[src/rtl/reg_file.sv]
// Architectural register file with rename tags: resolves issue operands to a
// committed value, a commit/ROB forward, or a pending ROB tag.
module reg_file #(
    parameter int ROB_AW = 4
) (
    input  logic              clk,
    input  logic              rst,
    input  logic              rdy,
    input  logic [4:0]        IS_rs1,
    input  logic [4:0]        IS_rs2,
    input  logic              IS_sgn,
    input  logic [4:0]        IS_rd,
    input  logic [ROB_AW-1:0] IS_ROB_name,
    output logic [ROB_AW-1:0] REG_ord1,
    output logic [ROB_AW-1:0] REG_ord2,
    input  logic              REG_rdy1,
    input  logic              REG_rdy2,
    input  logic [31:0]       REG_val1,
    input  logic [31:0]       REG_val2,
    output logic              OP_rdy1,
    output logic              OP_rdy2,
    output logic [31:0]       OP_val1,
    output logic [31:0]       OP_val2,
    output logic [ROB_AW-1:0] OP_tag1,
    output logic [ROB_AW-1:0] OP_tag2,
    input  logic              CM_sgn,
    input  logic [4:0]        CM_dest,
    input  logic [31:0]       CM_value,
    input  logic [ROB_AW-1:0] CM_ROB_name,
    input  logic              clr
);

    logic [31:0]       regs_q [32];
    logic [31:0]       regs_d [32];
    logic [31:0]       busy_q;
    logic [31:0]       busy_d;
    logic [ROB_AW-1:0] tag_q  [32];
    logic [ROB_AW-1:0] tag_d  [32];

    logic [4:0]        src     [2];
    logic              rob_rdy [2];
    logic [31:0]       rob_val [2];
    logic              op_rdy  [2];
    logic [31:0]       op_val  [2];
    logic [ROB_AW-1:0] op_tag  [2];

    assign src[0]     = IS_rs1;
    assign src[1]     = IS_rs2;
    assign rob_rdy[0] = REG_rdy1;
    assign rob_rdy[1] = REG_rdy2;
    assign rob_val[0] = REG_val1;
    assign rob_val[1] = REG_val2;

    always_comb begin
        for (int n = 0; n < 2; n++) begin
            op_rdy[n] = 1'b1;
            op_val[n] = '0;
            op_tag[n] = '0;
            if (src[n] == 5'd0) begin
                op_val[n] = '0;
            end else if (!busy_q[src[n]]) begin
                op_val[n] = regs_q[src[n]];
            end else if (CM_sgn && CM_dest == src[n] && CM_ROB_name == tag_q[src[n]]) begin
                op_val[n] = CM_value;
            end else if (rob_rdy[n]) begin
                op_val[n] = rob_val[n];
            end else begin
                op_rdy[n] = 1'b0;
                op_tag[n] = tag_q[src[n]];
            end
        end
    end

    assign OP_rdy1  = op_rdy[0];
    assign OP_rdy2  = op_rdy[1];
    assign OP_val1  = op_val[0];
    assign OP_val2  = op_val[1];
    assign OP_tag1  = op_tag[0];
    assign OP_tag2  = op_tag[1];
    assign REG_ord1 = tag_q[IS_rs1];
    assign REG_ord2 = tag_q[IS_rs2];

    // Commit first, then flush/rename override busy and tag for the same entry.
    always_comb begin
        regs_d = regs_q;
        busy_d = busy_q;
        tag_d  = tag_q;
        if (rdy) begin
            if (CM_sgn && CM_dest != 5'd0) begin
                regs_d[CM_dest] = CM_value;
                if (tag_q[CM_dest] == CM_ROB_name) begin
                    busy_d[CM_dest] = 1'b0;
                end
            end
            if (clr) begin
                busy_d = '0;
            end else if (IS_sgn && IS_rd != 5'd0) begin
                busy_d[IS_rd] = 1'b1;
                tag_d[IS_rd]  = IS_ROB_name;
            end
        end
    end

    always_ff @(posedge clk or posedge rst) begin
        if (rst) begin
            regs_q <= '{default: '0};
            busy_q <= '0;
            tag_q  <= '{default: '0};
        end else begin
            regs_q <= regs_d;
            busy_q <= busy_d;
            tag_q  <= tag_d;
        end
    end

endmodule

[config.mk]
export PLATFORM = sky130hd
export DESIGN_NAME = reg_file
export DESIGN_NICKNAME = d
export VERILOG_FILES = /design/src/rtl/reg_file.sv
export SDC_FILE = /design/constraint.sdc
export NUM_CORES = 2
export LEC_CHECK = 0
export BUFFER_PORTS_ARGS = -buffer_cell sky130_fd_sc_hd__buf_2
export CORE_ASPECT_RATIO = 0.8
export CORE_UTILIZATION = 30
export CTS_BUF_LIST = sky130_fd_sc_hd__clkbuf_4 sky130_fd_sc_hd__clkbuf_8
export CTS_CLUSTER_DIAMETER = 60
export DETAILED_ROUTE_END_ITERATION = 8
export HOLD_SLACK_MARGIN = 0.03
export SLEW_MARGIN = 20
export SYNTH_ARGS = -nofsm -noshare
export SYNTH_HDL_FRONTEND = slang
export SYNTH_SLANG_ARGS = --single-unit
[constraint.sdc]
create_clock -name clk -period 73.6 [get_ports clk]
set_clock_uncertainty 0.05 [all_clocks]
set_input_delay 3.68 -clock clk [delete_from_list [all_inputs] [get_ports clk]]
set_output_delay 3.68 -clock clk [all_outputs]
set_load 0.02 [all_outputs]
* Word level (Yosys, flattened, before mapping) *
Index checks and enable logic that the tools add are counted.

word-level totals
  input bits = 132
  register bits after elaboration = 1,184
  output and inout port bits = 82
  word-level logic and storage cells = 164

operators by class
  multiplexer cells = 58
  bitwise gates (word level) = 8
  reductions and logical operators = 16
  eq/ne operators = 5
  $lt $le $gt $ge = 12

operator list
  operator              number
  $bwmux W1024          1
  $mux W32              18
  $bmux W32 S5          2
  $demux W32 S5         1
  $bwmux W128           1
  $bmux W4 S5           3
  $mux W4               15
  $and A32 B32 Y32      1
  $not A32 Y32          1
  $or A32 B32 Y32       1
  $ge A6 B6 Y1 const B  4
  $lt A5 B6 Y1 const B  4
  $not A5 Y6            4
  $demux W4 S5          1
  $eq A4 B4 Y1          3
  $lt A6 B1 Y1 const B  2
  $mux W1               12
  $bmux W1 S5           2
  $demux W1 S5          2
  $eq A5 B5 Y1          2
  $ge A5 B1 Y1 const B  2
  $logic_and A1 B1 Y1   10
  $logic_not A5 Y1      2
  $reduce_bool A5 Y1    2
  other kinds (3)       3

* Logic depth before layout (Yosys ltp) *
  word-level depth = 12
  gate-level depth with buffers = 14
  gate-level depth less buffers = 8

* Worst setup path after synthesis *
No wires, ideal clock.

  path kind = input to output
  start point = in IS_rs2[1]
  end point = out OP_val2[0]
  arrival time = 6.322 ns
  data required time = 69.870 ns
  setup slack = 63.548 ns
  cell stages on the path = 12
  path buffers = 4
  cells stage by stage = buf_4 buf_4 buf_2 mux4_2 a22oi_1 nand4_1 o21ai_1 xor2_1 nand4_4 buf_6 mux2i_1 a211oi_1

between the ends
  cells in the longest elaborated chain, start to end = 9
  elaborated cells between the ends (all ways) = 17
  classes of those cells = eq/ne: 2; mux: 11; bitwise: 1; reduce/logical: 3

ends and longest elaborated chain
  element                                     line    RTL
  start: declaration                          10      input logic [4:0] IS_rs2,
  $not A5 Y6 (implied by the code)            62, 63
  $bmux W4 S5                                 63      end else if (CM_sgn && CM_dest == src[n] && CM_ROB_name == tag_q[src[n]]) begin
  $mux W4 (implied by the code) (2 in a row)  63
  $eq A4 B4 Y1                                63
  $logic_and A1 B1 Y1                         63
  $mux W32                                    63
  $mux W32                                    61      end else if (!busy_q[src[n]]) begin
  $mux W32 *                                  59      if (src[n] == 5'd0) begin
  end: declaration                            23      output logic [31:0] OP_val2,

Every way passes the cells marked *; elsewhere a longest branch is shown, timed or not. The select of a mux whose other input is x is not followed.

* Worst setup path after layout *
  start point = in IS_rs2[1]
  end point = out OP_val2[10]

The elaborated chain is that of the path after synthesis.

==> report_table.html <==
<table>
<tr><th>Metric</th><th>Value</th></tr>
<tr><th colspan="2">Outcome</th></tr>
<tr><td>Result of the run</td><td>completed</td></tr>
<tr><th colspan="2">Power</th></tr>
<tr><td>Post-layout total power</td><td>between 1500 and 2000 uW</td></tr>
<tr><td>Power density relative to cell area</td><td>23.4 nW/um2</td></tr>
<tr><td>Max IR drop VDD</td><td>a little under 0.02 mV</td></tr>
<tr><td>Leakage power of the design</td><td>between 0.03 and 0.04 uW</td></tr>
<tr><th colspan="2">Synthesis</th></tr>
<tr><td>Synth Flop Type</td><td>sky130_fd_sc_hd__dfrtp_1</td></tr>
<tr><td>Register area share after synthesis</td><td>44.5%</td></tr>
<tr><td>Cell variety after synth</td><td>67</td></tr>
<tr><td>Number of cells produced by synthesis</td><td>4,776</td></tr>
<tr><td>Synthesized net count</td><td>4,908</td></tr>
<tr><td>Post-Syn Area</td><td>66,600 um2</td></tr>
<tr><td>Post-synth EDFFs</td><td>0</td></tr>
<tr><td>Async set-reset flop share out of synthesis</td><td>100%</td></tr>
<tr><td>Synth Area per Inst</td><td>13.9 um2</td></tr>
<tr><td>Count of synthesis-stage warnings from yosys</td><td>0</td></tr>
<tr><td>Total of flip-flops plus latches after synthesis</td><td>1,184</td></tr>
<tr><th colspan="2">Clocking</th></tr>
<tr><td>CTS tree</td><td>done</td></tr>
<tr><td># clock sinks</td><td>1,184</td></tr>
<tr><td>CTS Buffer Depth</td><td>3</td></tr>
<tr><td>CTS-repair resized insts</td><td>0</td></tr>
<tr><td>Number of buffers inserted by hold repair at cts</td><td>0</td></tr>
<tr><td>Total clock buffers created by CTS</td><td>195</td></tr>
<tr><td>Clk root buf</td><td>sky130_fd_sc_hd__clkbuf_8</td></tr>
<tr><td>Clk slew on worst S/H paths</td><td>0.06 ns</td></tr>
<tr><td>Setup bufs post-CTS</td><td>0</td></tr>
<tr><td>Later-pin clock latency in the skew report</td><td>0.96 ns</td></tr>
<tr><td>H-Tree Depth</td><td>4</td></tr>
<tr><th colspan="2">Floorplanning</th></tr>
<tr><td>Die ar.</td><td>roughly 220,000 um2</td></tr>
<tr><td>I/O Pins</td><td>214</td></tr>
<tr><td>Total number of placement rows</td><td>around 150</td></tr>
<tr><td>Core footprint</td><td>220,000 um2</td></tr>
<tr><td>Floorplan die width</td><td>529 um</td></tr>
<tr><td>Starting density of the core</td><td>between 30% and 40%</td></tr>
<tr><td>Die Ht</td><td>423 um</td></tr>
<tr><th colspan="2">Worst setup path</th></tr>
<tr><td>CP max-delay cell</td><td>sky130_fd_sc_hd__a211oi_1</td></tr>
<tr><td>Startpoint-to-endpoint class of the critical path</td><td>in2out</td></tr>
<tr><td>WP buf/inv</td><td>3</td></tr>
<tr><td>Worst reg2reg path depth</td><td>9</td></tr>
<tr><td>Worst Setup Start Kind</td><td>input port</td></tr>
<tr><td>Data arrival time of the worst path</td><td>around 8.8 ns</td></tr>
<tr><td>Start point of the critical path</td><td>IS_rs2[1]</td></tr>
<tr><td>List of cells traversed by the critical path</td><td>buf_8 &gt; buf_4 &gt; or3_1 &gt; o22ai_1 &gt; a311o_1 &gt; o21ai_1 &gt; xor2_1 &gt; nand4_4 &gt; mux2i_1 &gt; a211oi_1 &gt; buf_2</td></tr>
<tr><td>CP Max Fanout</td><td>80</td></tr>
<tr><td>Logic depth of the worst path, buffers included</td><td>11</td></tr>
<tr><td>Required time of the critical path</td><td>between 60 and 70 ns</td></tr>
<tr><td>Capturing point of the worst reg2reg path</td><td>busy_q[21]$_DFFE_PP0P_</td></tr>
<tr><td>Worst setup slack for register-to-register paths</td><td>70.62 ns</td></tr>
<tr><td>Biggest cell delay along the critical path</td><td>0.76 ns</td></tr>
<tr><td>Worst Setup End Kind</td><td>output port</td></tr>
<tr><td>Startpoint of the lowest-slack register-to-register path</td><td>tag_q[50]$_DFFE_PP0P_</td></tr>
<tr><td>CP Capture Point</td><td>OP_val2[10]</td></tr>
<tr><td>Cell family with most CP delay</td><td>compound AO/OA/AOI/OAI gates</td></tr>
<tr><th colspan="2">Detailed routing</th></tr>
<tr><td>Detailed Route Iter0 Violations</td><td>4,760</td></tr>
<tr><td>First-pass DRT Iterations</td><td>6</td></tr>
<tr><td>Number of vias per cell after detailed routing</td><td>5.74</td></tr>
<tr><td>DRT antenna net count</td><td>0</td></tr>
<tr><td>Vias</td><td>between 40,000 and 50,000</td></tr>
<tr><td>Number of remaining DRC errors</td><td>0</td></tr>
<tr><td>Detailed-route wire length</td><td>roughly 230,000 um</td></tr>
<tr><td>Drt wl/cell</td><td>approximately 29 um</td></tr>
<tr><th colspan="2">Timing</th></tr>
<tr><td>Number of setup violations in the final report</td><td>0</td></tr>
<tr><td>Hold violation count in the final report</td><td>0</td></tr>
<tr><td>Crit path time final</td><td>12.51 ns</td></tr>
<tr><td>Highest clock rate</td><td>80.0 MHz</td></tr>
<tr><td>Number of pins exceeding their max-slew limit in the final report</td><td>0</td></tr>
<tr><td>Final critical-path share of the clock period</td><td>17.0%</td></tr>
<tr><td>Relative slew slack</td><td>19.3%</td></tr>
<tr><td>Setup TNS</td><td>0 ns</td></tr>
<tr><td>Post-layout worst setup margin</td><td>61.09 ns</td></tr>
<tr><td>RSZ-0062 raised after global routing</td><td>no</td></tr>
<tr><td>Slew at the pin closest to its max-slew limit</td><td>1.21 ns</td></tr>
<tr><th colspan="2">Global route</th></tr>
<tr><td>Total congestion overflow after global routing</td><td>0</td></tr>
<tr><td>Wire length of the first global-routing pass</td><td>333,000 um</td></tr>
<tr><td>Tot GR Track Use</td><td>20.4%</td></tr>
<tr><td>Initial antenna violation count</td><td>20</td></tr>
<tr><td>Largest net degree at the start of global routing</td><td>about 160</td></tr>
<tr><td>Number of global-route vias before repair</td><td>45,200</td></tr>
<tr><th colspan="2">Hold path</th></tr>
<tr><td>Min-delay src</td><td>regs_q[1011]$_DFFE_PP0P_</td></tr>
<tr><td>Worst min-delay path class</td><td>reg2reg</td></tr>
<tr><th colspan="2">Place</th></tr>
<tr><td>Post-detailed-placement cell area</td><td>about 70,000 um2</td></tr>
<tr><td>Placed Cells incl. Taps</td><td>7,511</td></tr>
<tr><td>Detail Placement HPWL</td><td>133,000 um</td></tr>
<tr><td>IO Port Bufs</td><td>about 210</td></tr>
<tr><td>Setup slack after placement</td><td>61.12 ns</td></tr>
<tr><td>RD Place Congestion</td><td>0.853</td></tr>
<tr><th colspan="2">Flow run</th></tr>
<tr><td># Max-Cap Violations</td><td>0</td></tr>
<tr><th colspan="2">Finish</th></tr>
<tr><td>Layout Area Growth over Synthesis</td><td>11.7%</td></tr>
<tr><td>Nets</td><td>4,877</td></tr>
<tr><td>Fin cells</td><td>7,875</td></tr>
<tr><td>Layout cell share with drive strength beyond 1</td><td>between 40% and 50%</td></tr>
<tr><td>Final Cell Area</td><td>74,300 um2</td></tr>
</table>
## layer usage
metal / part of all wire (%) / global-route usage, % / up-vias
li1: - / - / 18200
met1: 42 / 28.0 / 24400
met2: 46 / 31.4 / 2208
met3: 8.8 / 4.83 / 425
met4: 3.3 / 7.30 / 26
met5: 0.074 / 0 / -
## sequential cells by signal, indices dropped and copies added (netlist names)
signal  flops
busy_q     32
tag_q     128
regs_q   1024
## synth_stat cells (7+ instances only)
cell / instances / area share, %
sky130_fd_sc_hd__nand2_1: 423 / 2.4
sky130_fd_sc_hd__nor2b_1: 12 / 0.11
sky130_fd_sc_hd__buf_6: 18 / 0.30
sky130_fd_sc_hd__a221oi_1: 68 / 0.89
sky130_fd_sc_hd__buf_2: 136 / 1.0
sky130_fd_sc_hd__and2_1: 35 / 0.33
sky130_fd_sc_hd__buf_1: 42 / 0.24
sky130_fd_sc_hd__xor2_1: 15 / 0.20
sky130_fd_sc_hd__o21ai_0: 115 / 0.86
sky130_fd_sc_hd__o211ai_1: 12 / 0.14
sky130_fd_sc_hd__inv_1: 29 / 0.16
sky130_fd_sc_hd__a21oi_2: 30 / 0.39
sky130_fd_sc_hd__a22oi_1: 9 / 0.10
sky130_fd_sc_hd__a31oi_1: 47 / 0.44
sky130_fd_sc_hd__nor3_1: 28 / 0.21
sky130_fd_sc_hd__a211oi_1: 42 / 0.47
sky130_fd_sc_hd__nand3b_1: 7 / 0.079
sky130_fd_sc_hd__nor3b_1: 9 / 0.10
sky130_fd_sc_hd__o211ai_2: 29 / 0.55
sky130_fd_sc_hd__dfrtp_1: 1184 / 45
sky130_fd_sc_hd__nor2_1: 58 / 0.33
sky130_fd_sc_hd__mux4_1: 10 / 0.39
sky130_fd_sc_hd__nand3_1: 21 / 0.16
sky130_fd_sc_hd__mux2i_1: 254 / 3.8
sky130_fd_sc_hd__mux4_2: 604 / 20
sky130_fd_sc_hd__buf_4: 25 / 0.28
sky130_fd_sc_hd__a21oi_1: 76 / 0.57
sky130_fd_sc_hd__clkbuf_1: 304 / 1.7
sky130_fd_sc_hd__mux2_2: 1034 / 17
## cell usage in the layout, fill, tap and decap left out, types with 35 or more instances in the layout
| cell type | instances |
|---|---|
| sky130_fd_sc_hd__nand2_1 | 411 |
| sky130_fd_sc_hd__mux2i_1 | 253 |
| sky130_fd_sc_hd__nor2_1 | 46 |
| sky130_fd_sc_hd__a31oi_1 | 47 |
| sky130_fd_sc_hd__clkbuf_8 | 254 |
| sky130_fd_sc_hd__o21ai_0 | 115 |
| sky130_fd_sc_hd__mux4_2 | 604 |
| sky130_fd_sc_hd__and2_1 | 35 |
| sky130_fd_sc_hd__dfrtp_1 | 1184 |
| sky130_fd_sc_hd__a21oi_1 | 76 |
| sky130_fd_sc_hd__clkbuf_4 | 67 |
| sky130_fd_sc_hd__buf_2 | 202 |
| sky130_fd_sc_hd__a221oi_1 | 68 |
| sky130_fd_sc_hd__a211oi_1 | 42 |
| sky130_fd_sc_hd__mux2_2 | 1035 |
| sky130_fd_sc_hd__buf_4 | 83 |
## report_power, final
| part | switching, uW | internal, uW | total, uW |
|---|---|---|---|
| Sequential | 58.5 | 730 | 788 |
| Clock | 286 | 352 | 638 |
| Combinational | 151 | 166 | 317 |
| Total | 495 | 1250 | 1740 |
## final cells by class
| cell class | count | area [um2] |
|---|---|---|
| tap | 2964 | 3710 |
| sequential | 1184 | 29600 |
| multi-input combinational | 3034 | 34700 |
| inverter | 30 | 120 |
| timing repair buffer | 300 | 1890 |
| antenna | 8 | 20.0 |
| fill | 21500 | 146000 |
| clock buffer | 320 | 3990 |
| clock inverter | 35 | 297 |
## per-stage QoR
step	hold WS [ns]	utilization (%)
global placement	0.330	31.7
floorplan	0.391	-
finish	0.346	33.7
CTS	0.349	33.7
global route	0.365	33.7
detailed placement	0.334	31.8
## cells by family (layout without fill, tap and decap cells)
kind of cell           after synthesis  count (layout)  share of synthesized area [%]
AO/OA/AOI/OAI                      473             473                           4.98
XOR/XNOR                            19              19                          0.250
buffers and inverters              558             685                           3.82
multiplexers                      1907            1907                           42.2
flip-flops                        1184            1184                           44.5
AND/OR/NAND/NOR                    635             635                           4.22
other                                0               8                              0
## worst min path at each step
stage	endpoint	slack, ns	depth (start not counted)
2_1_floorplan	regs_q[1006]$_DFFE_PP0P_	0.39	1
3_3_place_gp	regs_q[1021]$_DFFE_PP0P_	0.33	0
3_5_place_dp	regs_q[1011]$_DFFE_PP0P_	0.33	0
4_1_cts	regs_q[1011]$_DFFE_PP0P_	0.35	0
5_1_grt	regs_q[1010]$_DFFE_PP0P_	0.36	0
6_report	regs_q[1011]$_DFFE_PP0P_	0.35	0
Power figures use the tool's default switching activity.
